File: src/rtl/ziggurat_sample_ctrl_if.sv
// Generator candidate path and sample read port shared by the controller
// (master) and the generator/consumer side (slave).
interface ziggurat_sample_ctrl_if #(
  parameter int DATA_W = 32
);
  logic              gen_en;
  logic              gen_valid;
  logic [DATA_W-1:0] gen_data;
  logic              gen_invalid;
  logic [DATA_W-1:0] rd_data;
  logic              rd_valid;
  logic              rd_ready;

  modport master (
    output gen_en, rd_data, rd_valid,
    input  gen_valid, gen_data, gen_invalid, rd_ready
  );

  modport slave (
    input  gen_en, rd_data, rd_valid,
    output gen_valid, gen_data, gen_invalid, rd_ready
  );
endinterface

File: src/rtl/ziggurat_sample_ctrl.sv
// Run sequencer for the Ziggurat Gaussian generator: keeps accepted
// candidates in a FWFT FIFO, stops at a programmed count, keeps run statistics.
module ziggurat_sample_ctrl #(
  parameter int DATA_W     = 32,
  parameter int FIFO_DEPTH = 8,
  parameter int CNT_W      = 24,
  parameter int REJ_W      = 16
) (
  input  logic                  i_clk,
  input  logic                  i_reset,
  input  logic                  i_start,
  input  logic                  i_abort,
  input  logic [CNT_W-1:0]      i_target_cnt,
  ziggurat_sample_ctrl_if.master bus,
  output logic                  o_busy,
  output logic                  o_done,
  output logic [CNT_W-1:0]      o_accept_cnt,
  output logic [REJ_W-1:0]      o_reject_cnt,
  output logic                  o_overflow
);
  localparam int AW = $clog2(FIFO_DEPTH);

  typedef enum logic [1:0] {S_IDLE, S_RUN, S_DRAIN, S_DONE} state_t;

  state_t            r_state, w_state_nxt;
  logic [DATA_W-1:0] r_mem [FIFO_DEPTH];
  logic [AW-1:0]     r_wptr, r_rptr;
  logic [AW:0]       r_count;
  logic [CNT_W-1:0]  r_target, r_acc;
  logic [REJ_W-1:0]  r_rej;
  logic              r_ovf;

  logic              w_start_ok, w_below, w_full, w_pop, w_cand;
  logic              w_rej, w_push, w_drop, w_active;
  logic [AW:0]       w_count_nxt;

  // An abort arriving together with start only cancels it from IDLE.
  assign w_start_ok  = i_start & (((r_state == S_IDLE) & ~i_abort) | (r_state == S_DONE));
  assign w_active    = (r_state == S_RUN) | (r_state == S_DRAIN);
  assign w_below     = r_acc < r_target;
  assign w_full      = r_count == (AW+1)'(FIFO_DEPTH);
  assign w_pop       = bus.rd_valid & bus.rd_ready;
  assign w_cand      = bus.gen_valid & w_active & w_below;
  assign w_rej       = w_cand & bus.gen_invalid;
  assign w_push      = w_cand & ~bus.gen_invalid & (~w_full | w_pop);
  assign w_drop      = w_cand & ~bus.gen_invalid & w_full & ~w_pop;
  assign w_count_nxt = r_count + {{AW{1'b0}}, w_push} - {{AW{1'b0}}, w_pop};

  // Two free slots cover the candidate already in flight from last cycle.
  assign bus.gen_en   = (r_state == S_RUN) & ~i_abort & w_below &
                        (r_count <= (AW+1)'(FIFO_DEPTH - 2));
  assign bus.rd_valid = r_count != '0;
  assign bus.rd_data  = r_mem[r_rptr];

  assign o_busy       = w_active;
  assign o_done       = r_state == S_DONE;
  assign o_accept_cnt = r_acc;
  assign o_reject_cnt = r_rej;
  assign o_overflow   = r_ovf;

  always_comb begin
    w_state_nxt = r_state;
    case (r_state)
      S_IDLE, S_DONE: if (w_start_ok) w_state_nxt = (i_target_cnt == '0) ? S_DONE : S_RUN;
      S_RUN:          if ((r_acc == r_target) | i_abort) w_state_nxt = S_DRAIN;
      S_DRAIN:        if (w_count_nxt == '0) w_state_nxt = S_DONE;
      default:        w_state_nxt = S_IDLE;
    endcase
  end

  always_ff @(posedge i_clk) begin
    if (i_reset) begin
      r_state  <= S_IDLE;
      r_wptr   <= '0;
      r_rptr   <= '0;
      r_count  <= '0;
      r_target <= '0;
      r_acc    <= '0;
      r_rej    <= '0;
      r_ovf    <= 1'b0;
    end else begin
      r_state <= w_state_nxt;
      if (w_start_ok) begin
        r_target <= i_target_cnt;
        r_acc    <= '0;
        r_rej    <= '0;
        r_ovf    <= 1'b0;
        r_wptr   <= '0;
        r_rptr   <= '0;
        r_count  <= '0;
      end else begin
        r_count <= w_count_nxt;
        if (w_push) begin
          r_wptr <= r_wptr + AW'(1);
          r_acc  <= r_acc + CNT_W'(1);
        end
        if (w_pop) r_rptr <= r_rptr + AW'(1);
        if (w_rej && (r_rej != '1)) r_rej <= r_rej + REJ_W'(1);
        if (w_drop) r_ovf <= 1'b1;
      end
    end
  end

  always_ff @(posedge i_clk) begin
    if (w_push && !w_start_ok) r_mem[r_wptr] <= bus.gen_data;
  end
endmodule

File: src/flat_wrapper.sv
// flat-port wrapper written by rule: the top's interface ports become plain ports
module ziggurat_sample_ctrl_flat 
#(
  parameter int DATA_W     = 32,
  parameter int FIFO_DEPTH = 8,
  parameter int CNT_W      = 24,
  parameter int REJ_W      = 16
)
  (i_clk, i_reset, i_start, i_abort, i_target_cnt, o_busy, o_done, o_accept_cnt, o_reject_cnt, o_overflow, bus_gen_en, bus_rd_data, bus_rd_valid, bus_gen_valid, bus_gen_data, bus_gen_invalid, bus_rd_ready);
  ziggurat_sample_ctrl_if #(.DATA_W(DATA_W)) bus_i ();
  input  logic i_clk;
  input  logic i_reset;
  input  logic i_start;
  input  logic i_abort;
  input  logic [CNT_W-1:0] i_target_cnt;
  output logic o_busy;
  output logic o_done;
  output logic [CNT_W-1:0] o_accept_cnt;
  output logic [REJ_W-1:0] o_reject_cnt;
  output logic o_overflow;
  output wire logic [$bits(bus_i.gen_en)-1:0] bus_gen_en;
  output wire logic [$bits(bus_i.rd_data)-1:0] bus_rd_data;
  output wire logic [$bits(bus_i.rd_valid)-1:0] bus_rd_valid;
  input wire logic [$bits(bus_i.gen_valid)-1:0] bus_gen_valid;
  input wire logic [$bits(bus_i.gen_data)-1:0] bus_gen_data;
  input wire logic [$bits(bus_i.gen_invalid)-1:0] bus_gen_invalid;
  input wire logic [$bits(bus_i.rd_ready)-1:0] bus_rd_ready;
  assign bus_gen_en = bus_i.gen_en;
  assign bus_rd_data = bus_i.rd_data;
  assign bus_rd_valid = bus_i.rd_valid;
  assign bus_i.gen_valid = bus_gen_valid;
  assign bus_i.gen_data = bus_gen_data;
  assign bus_i.gen_invalid = bus_gen_invalid;
  assign bus_i.rd_ready = bus_rd_ready;
  ziggurat_sample_ctrl #(.DATA_W(DATA_W), .FIFO_DEPTH(FIFO_DEPTH), .CNT_W(CNT_W), .REJ_W(REJ_W)) u_core (.i_clk(i_clk), .i_reset(i_reset), .i_start(i_start), .i_abort(i_abort), .i_target_cnt(i_target_cnt), .bus(bus_i), .o_busy(o_busy), .o_done(o_done), .o_accept_cnt(o_accept_cnt), .o_reject_cnt(o_reject_cnt), .o_overflow(o_overflow));
endmodule
File: config.mk
export PLATFORM = sky130hd
export DESIGN_NAME = ziggurat_sample_ctrl_flat
export DESIGN_NICKNAME = d
export VERILOG_FILES = /design/src/rtl/ziggurat_sample_ctrl_if.sv /design/src/rtl/ziggurat_sample_ctrl.sv /design/src/flat_wrapper.sv
export SDC_FILE = /design/constraint.sdc
export NUM_CORES = 1
export LEC_CHECK = 0
export BUFFER_PORTS_ARGS = -buffer_cell sky130_fd_sc_hd__clkbuf_2
export CAP_MARGIN = 20
export CORE_MARGIN = 8
export CORE_UTILIZATION = 59
export CTS_CLUSTER_SIZE = 12
export DETAILED_ROUTE_END_ITERATION = 8
export MAX_ROUTING_LAYER = met4
export PLACE_DENSITY = 0.8
export SLEW_MARGIN = 20
export SYNTH_ARGS = -nofsm -noshare
export SYNTH_HDL_FRONTEND = slang
export SYNTH_SLANG_ARGS = --single-unit
File: constraint.sdc
create_clock -name i_clk -period 6.9 [get_ports i_clk]
set_clock_uncertainty 0.1 [all_clocks]
set_input_delay 0.345 -clock i_clk [delete_from_list [all_inputs] [get_ports i_clk]]
set_output_delay 0.345 -clock i_clk [all_outputs]
set_load 0.01 [all_outputs]
==> results of run 1 <==
[area by class of cell]
type,instances,share of cell area
multi-input cells,510,0.271
clock buffers,52,0.0611
well taps,319,0.0243
inverters,38,0.00870
repair buffers,181,0.0655
flip-flops and latches,336,0.567
clock inverters,6,0.00260
[through the flow]
| stage | util | hold slack [ns] |
|---|---|---|
| finish | 0.703 | 0.0203 |
| global route | 0.703 | 0.0146 |
| CTS | 0.702 | 0.000407 |
| detailed placement | 0.647 | 0.347 |
| global placement | 0.647 | 0.343 |
| floorplan | - | 0.336 |
[layer usage]
layer  part of all wire  routed length (um)  up-vias
li1                   -                   -     3883
met1               0.42               12600     4154
met2               0.50               14900      260
met3              0.058                1750       53
met4              0.023                 679        0
met5                  0                   0        -
[timing repair]
item	in CTS	in global routing
gates resized for setup	0	0
hold buffers	25	0
endpoints found under the hold margin	36	0
[cell families (layout without fill, tap and decap cells)]
logic type / count (synthesis) / count (layout) / synth area share
DFF: 336 / 336 / 0.665
and+or+nand+nor: 255 / 255 / 0.0902
muxes: 97 / 97 / 0.130
AOI/OAI and AO/OA: 89 / 89 / 0.0388
buffers and inverters: 77 / 277 / 0.0219
adders and majority gates: 41 / 41 / 0.0372
xor gates and xnor gates: 28 / 28 / 0.0175
[power groups by stage]
stage	logic (mW)	registers [mW]	clock network (mW)
6_report	0.986	2.33	1.72
5_1_grt	1.08	2.34	1.84
4_1_cts	0.998	2.33	1.75
3_5_place_dp	0.974	2.37	0
3_3_place_gp	0.955	2.37	0
2_1_floorplan	0.747	2.32	0
[worst paths after layout]
kind                          start             endpoint  slack, ns  cells past startpoint
max          u_core.o_accept_cnt[9]   u_core.r_mem[4][7]       2.33                      9
min                bus_gen_data[14]  u_core.r_mem[4][14]       0.02                      1
max reg2reg  u_core.o_accept_cnt[9]   u_core.r_mem[4][7]       2.33                      9
min reg2reg     u_core.r_target[20]  u_core.r_target[20]       0.35                      2
[critical path, cell delays in order, from the launching register on]
cell                      delay (ns)
sky130_fd_sc_hd__dfxtp_1        0.48
sky130_fd_sc_hd__ha_1           0.31
sky130_fd_sc_hd__a41o_1         0.23
sky130_fd_sc_hd__a21oi_1        0.15
sky130_fd_sc_hd__or4_1          0.25
sky130_fd_sc_hd__nand4_1        0.51
sky130_fd_sc_hd__nor2_2         0.58
sky130_fd_sc_hd__nand2_1        0.30
sky130_fd_sc_hd__nor4b_2        0.76
sky130_fd_sc_hd__buf_4          0.53
[registers in the layout, indices dropped and copies added, names as in the netlist, named ones only]
signal               flops
u_core.r_mem           256
u_core.r_target         24
u_core.r_wptr            3
u_core.r_state           2
u_core.o_accept_cnt     24
u_core.o_overflow        1
u_core.r_count           4
u_core.o_reject_cnt     16
u_core.r_rptr            3
[cells in the mapped netlist (4+ instances only)]
cell	number	area share
sky130_fd_sc_hd__nand4_1	17	0.0076
sky130_fd_sc_hd__a21oi_1	50	0.018
sky130_fd_sc_hd__or3_1	7	0.0031
sky130_fd_sc_hd__nand3_1	17	0.0061
sky130_fd_sc_hd__clkbuf_1	24	0.0064
sky130_fd_sc_hd__or4_1	4	0.0021
sky130_fd_sc_hd__mux2_2	32	0.026
sky130_fd_sc_hd__inv_1	38	0.010
sky130_fd_sc_hd__mux4_2	64	0.10
sky130_fd_sc_hd__nor2_1	45	0.012
sky130_fd_sc_hd__o21ai_0	11	0.0039
sky130_fd_sc_hd__edfxtp_1	256	0.55
sky130_fd_sc_hd__nor3_1	23	0.0082
sky130_fd_sc_hd__o211ai_1	4	0.0021
sky130_fd_sc_hd__xnor2_1	25	0.016
sky130_fd_sc_hd__nor4_1	13	0.0058
sky130_fd_sc_hd__ha_1	40	0.036
sky130_fd_sc_hd__and2_1	6	0.0027
sky130_fd_sc_hd__dfxtp_1	80	0.11
sky130_fd_sc_hd__and3_1	13	0.0058
sky130_fd_sc_hd__nand2_1	88	0.024
sky130_fd_sc_hd__buf_2	11	0.0039
==> flow_summary.html, run 1 <==
<table>
<tr><th>Metric</th><th>Value</th></tr>
<tr><th colspan="2">STA</th></tr>
<tr><td>Final worst slack</td><td>2.33 ns</td></tr>
<tr><td>Highest Clock Rate</td><td>219 MHz</td></tr>
<tr><td>Worst max-slew margin expressed relative to the limit</td><td>0.336</td></tr>
<tr><td>Hold Violations, Final</td><td>0</td></tr>
<tr><td>Number of slew-limit violations in the final report</td><td>0</td></tr>
<tr><td>Total Negative Setup Slacks</td><td>0 ns</td></tr>
<tr><td>Post-route fraction of the period consumed by the critical path</td><td>0.663</td></tr>
<tr><td>Unrepaired setup endpoints after global routing</td><td>false</td></tr>
<tr><td>Number of endpoints failing setup at the final stage</td><td>0</td></tr>
<tr><td>Pin slew with the least headroom to its limit</td><td>0.996 ns</td></tr>
<tr><td>Crit path time final</td><td>4.57 ns</td></tr>
<tr><th colspan="2">Clock tree</th></tr>
<tr><td>CTS buffer count</td><td>35</td></tr>
<tr><td>Setup repair bufs after CTS</td><td>0</td></tr>
<tr><td>Buffer type at the clock tree root</td><td>sky130_fd_sc_hd__clkbuf_16</td></tr>
<tr><td>Clock Sink Count</td><td>336</td></tr>
<tr><td>Clock-pin slew reported for the worst setup and hold paths after clock tree synthesis</td><td>0.06 ns</td></tr>
<tr><td>Clock network latency to the later pin of the worst-skew pair</td><td>0.50 ns</td></tr>
<tr><td>TritonCTS clock tree</td><td>done</td></tr>
<tr><td>Number of buffers on the longest clock path</td><td>3</td></tr>
<tr><td>Number of H-tree levels</td><td>2</td></tr>
<tr><th colspan="2">Synthesis</th></tr>
<tr><td>Synthesized area divided by synthesized cell count</td><td>15.1 um^2</td></tr>
<tr><td>Flip-flop and latch count after synthesis</td><td>336</td></tr>
<tr><td>Number of distinct library cells after synthesis</td><td>54</td></tr>
<tr><td>Post-synthesis cell count</td><td>923</td></tr>
<tr><td>Proportion of synthesized flip-flops having asynchronous set or reset</td><td>0</td></tr>
<tr><td>Most common flop cell mapped by yosys</td><td>sky130_fd_sc_hd__edfxtp_1</td></tr>
<tr><td>Cell Area, Synth</td><td>14000 um^2</td></tr>
<tr><td>Number of nets produced by synthesis</td><td>1027</td></tr>
<tr><td>Post-synth EDFFs</td><td>256</td></tr>
<tr><td>Synth warn</td><td>0</td></tr>
<tr><td>Seq/Total Area, Yosys</td><td>0.665</td></tr>
<tr><th colspan="2">Power and ir drop</th></tr>
<tr><td>Largest vdd supply drop</td><td>172 uV</td></tr>
<tr><td>Power density of the placed cells</td><td>307 nW/um^2</td></tr>
<tr><td>Share of total power in sequential cells</td><td>0.463</td></tr>
<tr><td>Cell internal pwr</td><td>3.73 mW</td></tr>
<tr><td>Static Leakage</td><td>5.66 nW</td></tr>
<tr><td>Clock power frac</td><td>0.342</td></tr>
<tr><td>Power after layout</td><td>5.04 mW</td></tr>
<tr><td>Switching pwr</td><td>1.31 mW</td></tr>
<tr><td>Portion of total power attributed to combinational logic</td><td>0.196</td></tr>
<tr><td>Switching Share</td><td>0.260</td></tr>
<tr><th colspan="2">GRT</th></tr>
<tr><td>Wire length of the first global-routing pass</td><td>47500 um</td></tr>
<tr><td>Gr busiest metal</td><td>met2</td></tr>
<tr><td>Antenna violations before repair</td><td>0</td></tr>
<tr><td>Vias in the first global route</td><td>8630</td></tr>
<tr><td>Routing usage on met2</td><td>0.351</td></tr>
<tr><td>Gr ovfl total</td><td>0</td></tr>
<tr><td>Maximum number of pins on one net before global-route repair</td><td>65</td></tr>
<tr><td>Met3 global-route usage</td><td>0.0415</td></tr>
<tr><td>Grt met1 use</td><td>0.278</td></tr>
<tr><td>Total track usage</td><td>0.218</td></tr>
<tr><th colspan="2">Critical path</th></tr>
<tr><td>Crit path capture type</td><td>register</td></tr>
<tr><td>Endpoint required time on the critical path</td><td>6.95 ns</td></tr>
<tr><td>Element type at the critical path start</td><td>register</td></tr>
<tr><td>Critical-path maximum fanout</td><td>27</td></tr>
<tr><td>Type of the worst setup path</td><td>register to register</td></tr>
<tr><td>Crit path DAT</td><td>4.62 ns</td></tr>
<tr><th colspan="2">Placement</th></tr>
<tr><td>Post-Place Setup Slack</td><td>2.23 ns</td></tr>
<tr><td>Cell count after placement</td><td>1359</td></tr>
<tr><td>Placement Cell Area</td><td>15100 um^2</td></tr>
<tr><td>Final weighted congestion of routability-driven global placement</td><td>0.882</td></tr>
<tr><td>Count of input and output buffers</td><td>139</td></tr>
<tr><td>Final HPWL DP</td><td>18400 um</td></tr>
<tr><th colspan="2">Layout</th></tr>
<tr><td>Commonest cells after routing, fill and taps aside</td><td>sky130_fd_sc_hd__edfxtp_1 (256), sky130_fd_sc_hd__clkbuf_2 (139), sky130_fd_sc_hd__nand2_1 (88)</td></tr>
<tr><td>Fin cells</td><td>1442</td></tr>
<tr><td>Area of the multi-input gates</td><td>4440 um^2</td></tr>
<tr><td>Area grow syn2layout</td><td>17.3%</td></tr>
<tr><td>Final Net Count</td><td>1206</td></tr>
<tr><td>Fillers</td><td>1524</td></tr>
<tr><td>Seq. cell area</td><td>9300 um^2</td></tr>
<tr><td>Total non-filler cell area in the finished layout</td><td>16400 um^2</td></tr>
<tr><td>Fraction of layout cells with a size suffix above 1</td><td>0.287</td></tr>
<tr><td>Most common cell after layout, fill and taps aside</td><td>sky130_fd_sc_hd__edfxtp_1</td></tr>
<tr><td>Number of diodes</td><td>0</td></tr>
<tr><th colspan="2">Route</th></tr>
<tr><td>Post-DRT Antenna Nets</td><td>0</td></tr>
<tr><td>Violation count after the first detailed-routing iteration</td><td>635</td></tr>
<tr><td>Post-route DRC</td><td>0</td></tr>
<tr><td>Iteration count of the initial detailed-routing pass</td><td>7</td></tr>
<tr><td>Vias post-DR</td><td>8350</td></tr>
<tr><td>Total detailed-routing wirelength</td><td>30000 um</td></tr>
<tr><td>Average via count per standard cell</td><td>5.79</td></tr>
<tr><td>Wirelength per Cell</td><td>20.8 um</td></tr>
<tr><th colspan="2">Flow run</th></tr>
<tr><td>Max Cap Viol</td><td>0</td></tr>
<tr><th colspan="2">Floorplan</th></tr>
<tr><td>Overall die area</td><td>28900 um^2</td></tr>
<tr><td>Floorplan die height</td><td>170 um</td></tr>
<tr><td>Count of standard-cell rows</td><td>56</td></tr>
<tr><td>Initial Utilization</td><td>0.599</td></tr>
<tr><td>Die span in x</td><td>170 um</td></tr>
<tr><td>Io pins</td><td>140</td></tr>
<tr><td>Core box area</td><td>23300 um^2</td></tr>
<tr><th colspan="2">Min path</th></tr>
<tr><td>Type of the worst min-delay path</td><td>primary input to register</td></tr>
<tr><th colspan="2">Status</th></tr>
<tr><td>Run status</td><td>completed</td></tr>
</table>
(Power assumes the default switching activity.)
==> run 2: changes to the inputs <==
--- a/config.mk
+++ b/config.mk
@@ -8,11 +8,11 @@
 export BUFFER_PORTS_ARGS = -buffer_cell sky130_fd_sc_hd__clkbuf_2
 export CAP_MARGIN = 20
 export CORE_MARGIN = 8
-export CORE_UTILIZATION = 59
+export CORE_UTILIZATION = 53
 export CTS_CLUSTER_SIZE = 12
 export DETAILED_ROUTE_END_ITERATION = 8
 export MAX_ROUTING_LAYER = met4
-export PLACE_DENSITY = 0.8
+export PLACE_DENSITY = 0.76
 export SLEW_MARGIN = 20
 export SYNTH_ARGS = -nofsm -noshare
 export SYNTH_HDL_FRONTEND = slang
==> constraint.sdc (replaced) <==
create_clock -name i_clk -period 4 [get_ports i_clk]
set_clock_uncertainty 0.1 [all_clocks]
set_input_delay 0.2 -clock i_clk [delete_from_list [all_inputs] [get_ports i_clk]]
set_output_delay 0.2 -clock i_clk [all_outputs]
set_load 0.01 [all_outputs]
==> run 2 against run 1 <==
  * Global-route usage decreased by 1.6 points
  * Utilization down 5.1 points
  * Worst setup slack worse by 2.0 ns
  * Clock power increased by 77%
  * Combinational power increased by 81%
  * Power grew 76%
  * Routed wire length is 3.0% higher
  * Register-to-register slack got worse by 2.0 ns
  * First-iteration DRC count shrank 7.6%
  * Die area up 10%
  * Worst hold slack improved by 0.0041 ns
  * Largest power group unchanged
==> flow_summary.html, run 2 (synthesized netlist as in run 1, its figures left out) <==
<table>
<tr><th>Metric</th><th>Value</th></tr>
<tr><th colspan="2">Clock tree</th></tr>
<tr><td>CTS buffer count</td><td>36 (+2.9%)</td></tr>
<tr><td>Buffer type at the clock tree root</td><td>sky130_fd_sc_hd__clkbuf_16</td></tr>
<tr><td>TritonCTS clock tree</td><td>done</td></tr>
<tr><td>Clock network latency to the later pin of the worst-skew pair</td><td>0.52 ns (+0.02 ns)</td></tr>
<tr><td>CTS resizes</td><td>0 (unchanged)</td></tr>
<tr><td>Clock Sink Count</td><td>336 (unchanged)</td></tr>
<tr><td>Clock-pin slew reported for the worst setup and hold paths after clock tree synthesis</td><td>0.06 ns (about the same)</td></tr>
<tr><td>Number of buffers on the longest clock path</td><td>3 (unchanged)</td></tr>
<tr><td>Number of H-tree levels</td><td>2 (unchanged)</td></tr>
<tr><th colspan="2">Route</th></tr>
<tr><td>Met1 wire length</td><td>12900 um (+2.0%)</td></tr>
<tr><td>Wirelength per Cell</td><td>20.5 um (-1.4%)</td></tr>
<tr><td>Iteration count of the initial detailed-routing pass</td><td>7 (unchanged)</td></tr>
<tr><td>Average via count per standard cell</td><td>5.67 (-2.1%)</td></tr>
<tr><td>Post-DRT Antenna Nets</td><td>0 (unchanged)</td></tr>
<tr><td>Post-route DRC</td><td>0 (unchanged)</td></tr>
<tr><td>Sum of met2 wire segment lengths after detailed routing</td><td>15500 um (+3.7%)</td></tr>
<tr><td>Violation count after the first detailed-routing iteration</td><td>587 (-7.6%)</td></tr>
<tr><td>Total detailed-routing wirelength</td><td>30900 um (+3.0%)</td></tr>
<tr><td>Sum of met3 wire segment lengths after detailed routing</td><td>1870 um (+6.9%)</td></tr>
<tr><td>Highest Signal Layer</td><td>met4</td></tr>
<tr><td>Vias post-DR</td><td>8544 (+2.3%)</td></tr>
<tr><th colspan="2">Critical path</th></tr>
<tr><td>Type of the worst setup path</td><td>register to register</td></tr>
<tr><td>Crit path capture type</td><td>register</td></tr>
<tr><td>Critical-path maximum fanout</td><td>7 (-74%)</td></tr>
<tr><td>Endpoint required time on the critical path</td><td>4.35 ns (-2.60 ns)</td></tr>
<tr><td>Cell Chain, Critical Path</td><td>ha_1, nand4_1, or4_1, nand4_1, nor2_2, ha_1, fa_1, xor2_1, nor3_1, nand2_1, a221o_1, or2_2, a21oi_1</td></tr>
<tr><td>Crit path DAT</td><td>3.99 ns (-0.63 ns)</td></tr>
<tr><td>Critical path's slowest cell</td><td>sky130_fd_sc_hd__or4_1</td></tr>
<tr><td>Maximum single-stage delay on the critical path</td><td>0.59 ns (-0.17 ns)</td></tr>
<tr><td>Element type at the critical path start</td><td>register</td></tr>
<tr><th colspan="2">Power and ir drop</th></tr>
<tr><td>Power after layout</td><td>8.86 mW (+76%)</td></tr>
<tr><td>Largest vdd supply drop</td><td>394 uV (+130%)</td></tr>
<tr><td>Static Leakage</td><td>5.88 nW (+3.9%)</td></tr>
<tr><td>Power density of the placed cells</td><td>524 nW/um^2 (+70%)</td></tr>
<tr><th colspan="2">Floorplan</th></tr>
<tr><td>Floorplan die height</td><td>178 um (+5.0%)</td></tr>
<tr><td>Initial Utilization</td><td>0.538 (-0.0611)</td></tr>
<tr><td>Overall die area</td><td>31800 um^2 (+10%)</td></tr>
<tr><td>Core box area</td><td>26000 um^2 (+11%)</td></tr>
<tr><td>Count of standard-cell rows</td><td>59 (+5.4%)</td></tr>
<tr><td>Die span in x</td><td>178 um (+5.0%)</td></tr>
<tr><td>Io pins</td><td>140 (unchanged)</td></tr>
<tr><th colspan="2">Placement</th></tr>
<tr><td>Final HPWL DP</td><td>19000 um (+2.9%)</td></tr>
<tr><td>Count of input and output buffers</td><td>139 (unchanged)</td></tr>
<tr><td>Placement Cell Area</td><td>15300 um^2 (+1.1%)</td></tr>
<tr><td>Final weighted congestion of routability-driven global placement</td><td>0.868 (-1.7%)</td></tr>
<tr><th colspan="2">STA</th></tr>
<tr><td>Number of slew-limit violations in the final report</td><td>0 (unchanged)</td></tr>
<tr><td>Highest Clock Rate</td><td>275 MHz (+26%)</td></tr>
<tr><td>Number of endpoints failing setup at the final stage</td><td>0 (unchanged)</td></tr>
<tr><td>Crit path time final</td><td>3.64 ns (-0.939 ns)</td></tr>
<tr><td>Pin slew with the least headroom to its limit</td><td>1.02 ns (+0.0221 ns)</td></tr>
<tr><td>Post-route fraction of the period consumed by the critical path</td><td>0.909 (+0.246)</td></tr>
<tr><td>Worst max-slew margin expressed relative to the limit</td><td>0.321 (-0.0147)</td></tr>
<tr><td>Hold Violations, Final</td><td>0 (unchanged)</td></tr>
<tr><td>Unrepaired setup endpoints after global routing</td><td>false</td></tr>
<tr><th colspan="2">Layout</th></tr>
<tr><td>Number of diodes</td><td>0 (unchanged)</td></tr>
<tr><td>Fraction of layout cells with a size suffix above 1</td><td>0.287 (about the same)</td></tr>
<tr><td>Total non-filler cell area in the finished layout</td><td>16900 um^2 (+3.3%)</td></tr>
<tr><td>Final Net Count</td><td>1250 (+3.6%)</td></tr>
<tr><td>Flip-flop count of the largest register, all copies and words added</td><td>256 (unchanged)</td></tr>
<tr><td>Fillers</td><td>1827 (+20%)</td></tr>
<tr><td>Most flop-heavy register</td><td>u_core.r_mem</td></tr>
<tr><td>Commonest cells after routing, fill and taps aside</td><td>sky130_fd_sc_hd__edfxtp_1 (256), sky130_fd_sc_hd__clkbuf_2 (139), sky130_fd_sc_hd__nand2_1 (88)</td></tr>
<tr><td>Seq. cell area</td><td>9300 um^2 (unchanged)</td></tr>
<tr><td>Most common cell after layout, fill and taps aside</td><td>sky130_fd_sc_hd__edfxtp_1</td></tr>
<tr><td>Area grow syn2layout</td><td>21.2%</td></tr>
<tr><td>Core occupancy in the finished layout</td><td>0.652 (-0.0510)</td></tr>
<tr><td>Area of the multi-input gates</td><td>4460 um^2 (+0.59%)</td></tr>
<tr><th colspan="2">GRT</th></tr>
<tr><td>Wire length of the first global-routing pass</td><td>48500 um (+2.0%)</td></tr>
<tr><td>Vias in the first global route</td><td>8908 (+3.2%)</td></tr>
<tr><td>Total track usage</td><td>0.202 (-0.0159)</td></tr>
<tr><td>Gr ovfl total</td><td>0 (unchanged)</td></tr>
<tr><td>Antenna violations before repair</td><td>0 (unchanged)</td></tr>
<tr><td>Maximum number of pins on one net before global-route repair</td><td>39 (-40%)</td></tr>
<tr><th colspan="2">Min path</th></tr>
<tr><td>Type of the worst min-delay path</td><td>primary input to register</td></tr>
<tr><th colspan="2">Status</th></tr>
<tr><td>Run status</td><td>completed</td></tr>
<tr><th colspan="2">Flow run</th></tr>
<tr><td>Max Cap Viol</td><td>0 (unchanged)</td></tr>
</table>
[run 2: worst paths after layout]
check,start,endpoint,slack (ns),cells past startpoint
min reg2reg,u_core.r_target[6],u_core.r_target[6],0.35,2
min,bus_gen_invalid,u_core.o_overflow,0.02,6
max,u_core.o_accept_cnt[17],u_core.r_state[0],0.36,13
max reg2reg,u_core.o_accept_cnt[17],u_core.r_state[0],0.36,13
[run 2: routing by layer]
layer  global-route usage  vias to the layer above
met5                    -                        -
met3               0.0368                       47
li1                     -                     3977
met4               0.0548                        0
met1                0.251                     4258
met2                0.336                      262
[run 2: area by class of cell]
class,instances,share of cell area
Multi-Input combinational cell,510,0.264
Clock inverter,7,0.00392
Tap cell,335,0.0248
Timing Repair Buffer,224,0.0894
Clock buffer,57,0.0608
Sequential cell,336,0.549
Inverter,38,0.00842
[run 2: critical path, delay by kind of cell, from the launching register on]
kind,cells,cell delay [ns]
simple gates,7,1.50
fa+ha+maj,3,0.92
compound gates,2,0.51
flops,1,0.37
xor+xnor,1,0.18
[run 2: power by group]
group | total [mW] | switching (mW) | internal, mW
clock network | 3.05 | 1.28 | 1.78
logic | 1.78 | 0.900 | 0.880
registers | 4.03 | 0.153 | 3.88
[run 2: timing repair]
action,in CTS,in global routing
setup buffers,0,0
hold buffers,57,0
hold endpoints to repair,284,0
[run 2: stage by stage]
step | setup TNS (ns) | hold slack (ns) | cells | setup WS, ns
4_1_cts | 0 | 0.00694 | 1507 | 0.373
3_5_place_dp | 0 | 0.345 | 1386 | 0.388
5_1_grt | 0 | 0.0699 | 1507 | 0.173
2_1_floorplan | -133.36 | 0.199 | 923 | -1.03
3_3_place_gp | 0 | 0.339 | 1386 | 0.444
6_report | 0 | 0.0243 | 1507 | 0.364
==> run 3: changes to the inputs <==
--- a/config.mk
+++ b/config.mk
@@ -8,11 +8,11 @@
 export BUFFER_PORTS_ARGS = -buffer_cell sky130_fd_sc_hd__clkbuf_2
 export CAP_MARGIN = 20
 export CORE_MARGIN = 8
-export CORE_UTILIZATION = 53
+export CORE_UTILIZATION = 63
 export CTS_CLUSTER_SIZE = 12
 export DETAILED_ROUTE_END_ITERATION = 8
 export MAX_ROUTING_LAYER = met4
-export PLACE_DENSITY = 0.76
+export PLACE_DENSITY = 0.84
 export SLEW_MARGIN = 20
 export SYNTH_ARGS = -nofsm -noshare
 export SYNTH_HDL_FRONTEND = slang
==> constraint.sdc (replaced) <==
create_clock -name i_clk -period 4.5 [get_ports i_clk]
set_clock_uncertainty 0.1 [all_clocks]
set_input_delay 0.9 -clock i_clk [delete_from_list [all_inputs] [get_ports i_clk]]
set_output_delay 0.9 -clock i_clk [all_outputs]
set_load 0.01 [all_outputs]
==> run 3 against run 2 <==
  * Maximum frequency is 5.7% lower
  * Sequential cell count is the same
  * Die area fell by 15%
  * Sequential share of layout area increased by 2.5 points
  * Non-clock buffer count fell by 60
  * Clock power fell by 14%
  * Worst hold slack better by 0.33 ns
  * Sequential power fell by 12%
  * Largest power group unchanged
==> flow_summary.html, run 3 (synthesized netlist as in run 1, its figures left out) <==
<table>
<tr><th>Metric</th><th>Value</th></tr>
<tr><th colspan="2">Clock tree</th></tr>
<tr><td>Clock Sink Count</td><td>336 (unchanged)</td></tr>
<tr><td>Buffer type at the clock tree root</td><td>sky130_fd_sc_hd__clkbuf_16</td></tr>
<tr><td>Setup repair bufs after CTS</td><td>0 (unchanged)</td></tr>
<tr><td>Clock network latency to the later pin of the worst-skew pair</td><td>0.52 ns (about the same)</td></tr>
<tr><td>Count of hold-fix buffers inserted at cts</td><td>0 (-100%)</td></tr>
<tr><td>CTS buffer count</td><td>35 (-2.8%)</td></tr>
<tr><td>TritonCTS clock tree</td><td>done</td></tr>
<tr><td>Clock-pin slew reported for the worst setup and hold paths after clock tree synthesis</td><td>0.06 ns (about the same)</td></tr>
<tr><td>Number of buffers on the longest clock path</td><td>3 (unchanged)</td></tr>
<tr><td>CTS resizes</td><td>0 (unchanged)</td></tr>
<tr><td>Number of H-tree levels</td><td>2 (unchanged)</td></tr>
<tr><th colspan="2">Route</th></tr>
<tr><td>Iteration count of the initial detailed-routing pass</td><td>6 (-1)</td></tr>
<tr><td>Sum of met3 wire segment lengths after detailed routing</td><td>2550 um (+37%)</td></tr>
<tr><td>Post-DRT Antenna Nets</td><td>0 (unchanged)</td></tr>
<tr><td>Wirelength per Cell</td><td>23.2 um (+13%)</td></tr>
<tr><td>Met1 wire length</td><td>12300 um (-4.7%)</td></tr>
<tr><td>Post-route DRC</td><td>0 (unchanged)</td></tr>
<tr><td>Vias post-DR</td><td>8544 (unchanged)</td></tr>
<tr><td>Highest Signal Layer</td><td>met4</td></tr>
<tr><td>Violation count after the first detailed-routing iteration</td><td>747 (+27%)</td></tr>
<tr><td>Average via count per standard cell</td><td>6.14 (+8.3%)</td></tr>
<tr><td>Sum of met2 wire segment lengths after detailed routing</td><td>16600 um (+7.1%)</td></tr>
<tr><td>Total detailed-routing wirelength</td><td>32300 um (+4.5%)</td></tr>
<tr><th colspan="2">Min path</th></tr>
<tr><td>Number of cells on the worst hold path</td><td>2 (-4)</td></tr>
<tr><td>Type of the worst min-delay path</td><td>register to register</td></tr>
<tr><th colspan="2">Floorplan</th></tr>
<tr><td>Io pins</td><td>140 (unchanged)</td></tr>
<tr><td>Count of standard-cell rows</td><td>54 (-8.5%)</td></tr>
<tr><td>Initial Utilization</td><td>0.640 (+0.103)</td></tr>
<tr><td>Overall die area</td><td>27200 um^2 (-15%)</td></tr>
<tr><td>Die span in x</td><td>165 um (-7.5%)</td></tr>
<tr><td>Floorplan die height</td><td>165 um (-7.5%)</td></tr>
<tr><td>Core box area</td><td>21800 um^2 (-16%)</td></tr>
<tr><th colspan="2">Layout</th></tr>
<tr><td>Most flop-heavy register</td><td>u_core.r_mem</td></tr>
<tr><td>Fin cells</td><td>1392 (-7.6%)</td></tr>
<tr><td>Area of the multi-input gates</td><td>4460 um^2 (unchanged)</td></tr>
<tr><td>Area grow syn2layout</td><td>15.9%</td></tr>
<tr><td>Fraction of layout cells with a size suffix above 1</td><td>0.296 (+0.00944)</td></tr>
<tr><td>Final Net Count</td><td>1189 (-4.9%)</td></tr>
<tr><td>Seq. cell area</td><td>9300 um^2 (unchanged)</td></tr>
<tr><td>Most common cell after layout, fill and taps aside</td><td>sky130_fd_sc_hd__edfxtp_1</td></tr>
<tr><td>Flip-flop count of the largest register, all copies and words added</td><td>256 (unchanged)</td></tr>
<tr><td>Fillers</td><td>1273 (-30%)</td></tr>
<tr><td>Commonest cells after routing, fill and taps aside</td><td>sky130_fd_sc_hd__edfxtp_1 (256), sky130_fd_sc_hd__clkbuf_2 (139), sky130_fd_sc_hd__nand2_1 (88)</td></tr>
<tr><th colspan="2">Critical path</th></tr>
<tr><td>Crit path capture type</td><td>register</td></tr>
<tr><td>Worst Reg2Reg Path Length in Cells</td><td>13 (unchanged)</td></tr>
<tr><td>Endpoint required time on the critical path</td><td>4.85 ns (+0.50 ns)</td></tr>
<tr><td>Element type at the critical path start</td><td>register</td></tr>
<tr><td>Setup slack, reg-to-reg</td><td>0.64 ns (+0.28 ns)</td></tr>
<tr><td>Crit path from</td><td>u_core.o_accept_cnt[17]</td></tr>
<tr><td>Crit path DAT</td><td>4.20 ns (+0.21 ns)</td></tr>
<tr><td>Type of the worst setup path</td><td>register to register</td></tr>
<tr><td>Worst setup endpoint</td><td>u_core.r_state[0]</td></tr>
<tr><td>FF-to-FF Start</td><td>u_core.o_accept_cnt[17]</td></tr>
<tr><td>Critical-path maximum fanout</td><td>7 (unchanged)</td></tr>
<tr><td>Worst reg2reg endpoint</td><td>u_core.r_state[0]</td></tr>
<tr><th colspan="2">Placement</th></tr>
<tr><td>Post-Place Setup Slack</td><td>0.679 ns (+0.292 ns)</td></tr>
<tr><td>Final weighted congestion of routability-driven global placement</td><td>0.930 (+7.2%)</td></tr>
<tr><td>Cell count after placement</td><td>1328 (-4.2%)</td></tr>
<tr><td>Final HPWL DP</td><td>20300 um (+6.8%)</td></tr>
<tr><td>Count of input and output buffers</td><td>139 (unchanged)</td></tr>
<tr><th colspan="2">GRT</th></tr>
<tr><td>Maximum number of pins on one net before global-route repair</td><td>65 (+67%)</td></tr>
<tr><td>Gr ovfl total</td><td>0 (unchanged)</td></tr>
<tr><td>Wire length of the first global-routing pass</td><td>49600 um (+2.3%)</td></tr>
<tr><td>Total track usage</td><td>0.248 (+0.0459)</td></tr>
<tr><td>Vias in the first global route</td><td>9093 (+2.1%)</td></tr>
<tr><td>Antenna violations before repair</td><td>1 (+1)</td></tr>
<tr><th colspan="2">Power and ir drop</th></tr>
<tr><td>Power density of the placed cells</td><td>479 nW/um^2 (-8.5%)</td></tr>
<tr><td>Static Leakage</td><td>5.59 nW (-4.9%)</td></tr>
<tr><td>Largest vdd supply drop</td><td>372 uV (-5.7%)</td></tr>
<tr><td>Power after layout</td><td>7.75 mW (-13%)</td></tr>
<tr><th colspan="2">STA</th></tr>
<tr><td>Highest Clock Rate</td><td>259 MHz (-5.7%)</td></tr>
<tr><td>Number of endpoints failing setup at the final stage</td><td>0 (unchanged)</td></tr>
<tr><td>Pin slew with the least headroom to its limit</td><td>0.943 ns (-0.0751 ns)</td></tr>
<tr><td>Unrepaired setup endpoints after global routing</td><td>false</td></tr>
<tr><td>Worst max-slew margin expressed relative to the limit</td><td>0.371 (+0.0500)</td></tr>
<tr><td>Number of slew-limit violations in the final report</td><td>0 (unchanged)</td></tr>
<tr><td>Final worst slack</td><td>0.645 ns (+0.281 ns)</td></tr>
<tr><td>Post-route fraction of the period consumed by the critical path</td><td>0.857 (-0.0523)</td></tr>
<tr><td>Total Negative Setup Slacks</td><td>0 ns (unchanged)</td></tr>
<tr><td>Crit path time final</td><td>3.86 ns (+0.219 ns)</td></tr>
<tr><td>Hold Violations, Final</td><td>0 (unchanged)</td></tr>
<tr><td>Smallest hold slack</td><td>0.355 ns (+0.331 ns)</td></tr>
<tr><th colspan="2">Status</th></tr>
<tr><td>Run status</td><td>completed</td></tr>
<tr><th colspan="2">Flow run</th></tr>
<tr><td>Max Cap Viol</td><td>0 (unchanged)</td></tr>
</table>
==> run 3: cell count changes in the layout (fill, tap and decap cells not counted), sizes merged <==
cell | before | now
dlygate4sd3 | 57 | 0
diode | 0 | 1
clkbuf | 196 | 195
buf | 28 | 25
==> run 3: area by class of cell <==
type,instances,area share
Multi-Input combinational cell,510,0.276
Sequential cell,336,0.574
Antenna cell,1,0.000154
Timing Repair Buffer,164,0.0561
Clock inverter,7,0.00363
Clock buffer,56,0.0602
Inverter,38,0.00881
Tap cell,280,0.0216
==> run 3: metrics by stage <==
| step | instance area (um^2) | util |
|---|---|---|
| after floorplan | 14000 | - |
| after global placement | 15200 | 0.695 |
| after detailed placement | 15200 | 0.695 |
| after CTS | 16200 | 0.742 |
| after global routing | 16200 | 0.742 |
| final | 16200 | 0.742 |
==> run 3: how the worst min path moves through the flow <==
stage / slack (ns) / startpoint / endpoint
global placement: 0.34 / u_core.r_target[3] / u_core.r_target[3]
finish: 0.36 / u_core.r_target[11] / u_core.r_target[11]
detailed placement: 0.35 / u_core.r_target[4] / u_core.r_target[4]
CTS: 0.36 / u_core.r_target[18] / u_core.r_target[18]
floorplan: 0.34 / u_core.r_target[10] / u_core.r_target[10]
global route: 0.37 / u_core.r_target[15] / u_core.r_target[15]
==> run 3: worst max-delay path: stages, from the launching register on <==
cell,delay [ns]
sky130_fd_sc_hd__dfxtp_1,0.38
sky130_fd_sc_hd__ha_1,0.34
sky130_fd_sc_hd__nand4_1,0.19
sky130_fd_sc_hd__or4_1,0.69
sky130_fd_sc_hd__nand4_1,0.19
sky130_fd_sc_hd__nor2_2,0.05
sky130_fd_sc_hd__ha_1,0.22
sky130_fd_sc_hd__fa_1,0.39
sky130_fd_sc_hd__xor2_1,0.18
sky130_fd_sc_hd__nor3_1,0.16
sky130_fd_sc_hd__nand2_1,0.08
sky130_fd_sc_hd__a221o_1,0.40
sky130_fd_sc_hd__or2_2,0.29
sky130_fd_sc_hd__a21oi_1,0.12
==> run 3: where the power goes <==
| part | internal [mW] | switching [mW] | total (mW) | leakage (nW) |
|---|---|---|---|---|
| Combinational | 0.744 | 0.828 | 1.57 | 2.14 |
| Sequential | 3.45 | 0.113 | 3.56 | 2.95 |
| Clock | 1.49 | 1.13 | 2.62 | 0.497 |
==> run 3: metal layers <==
layer	GRT usage	up-vias
met5	-	-
met4	0.0844	0
met3	0.0496	66
met2	0.422	379
met1	0.291	4242
li1	-	3857
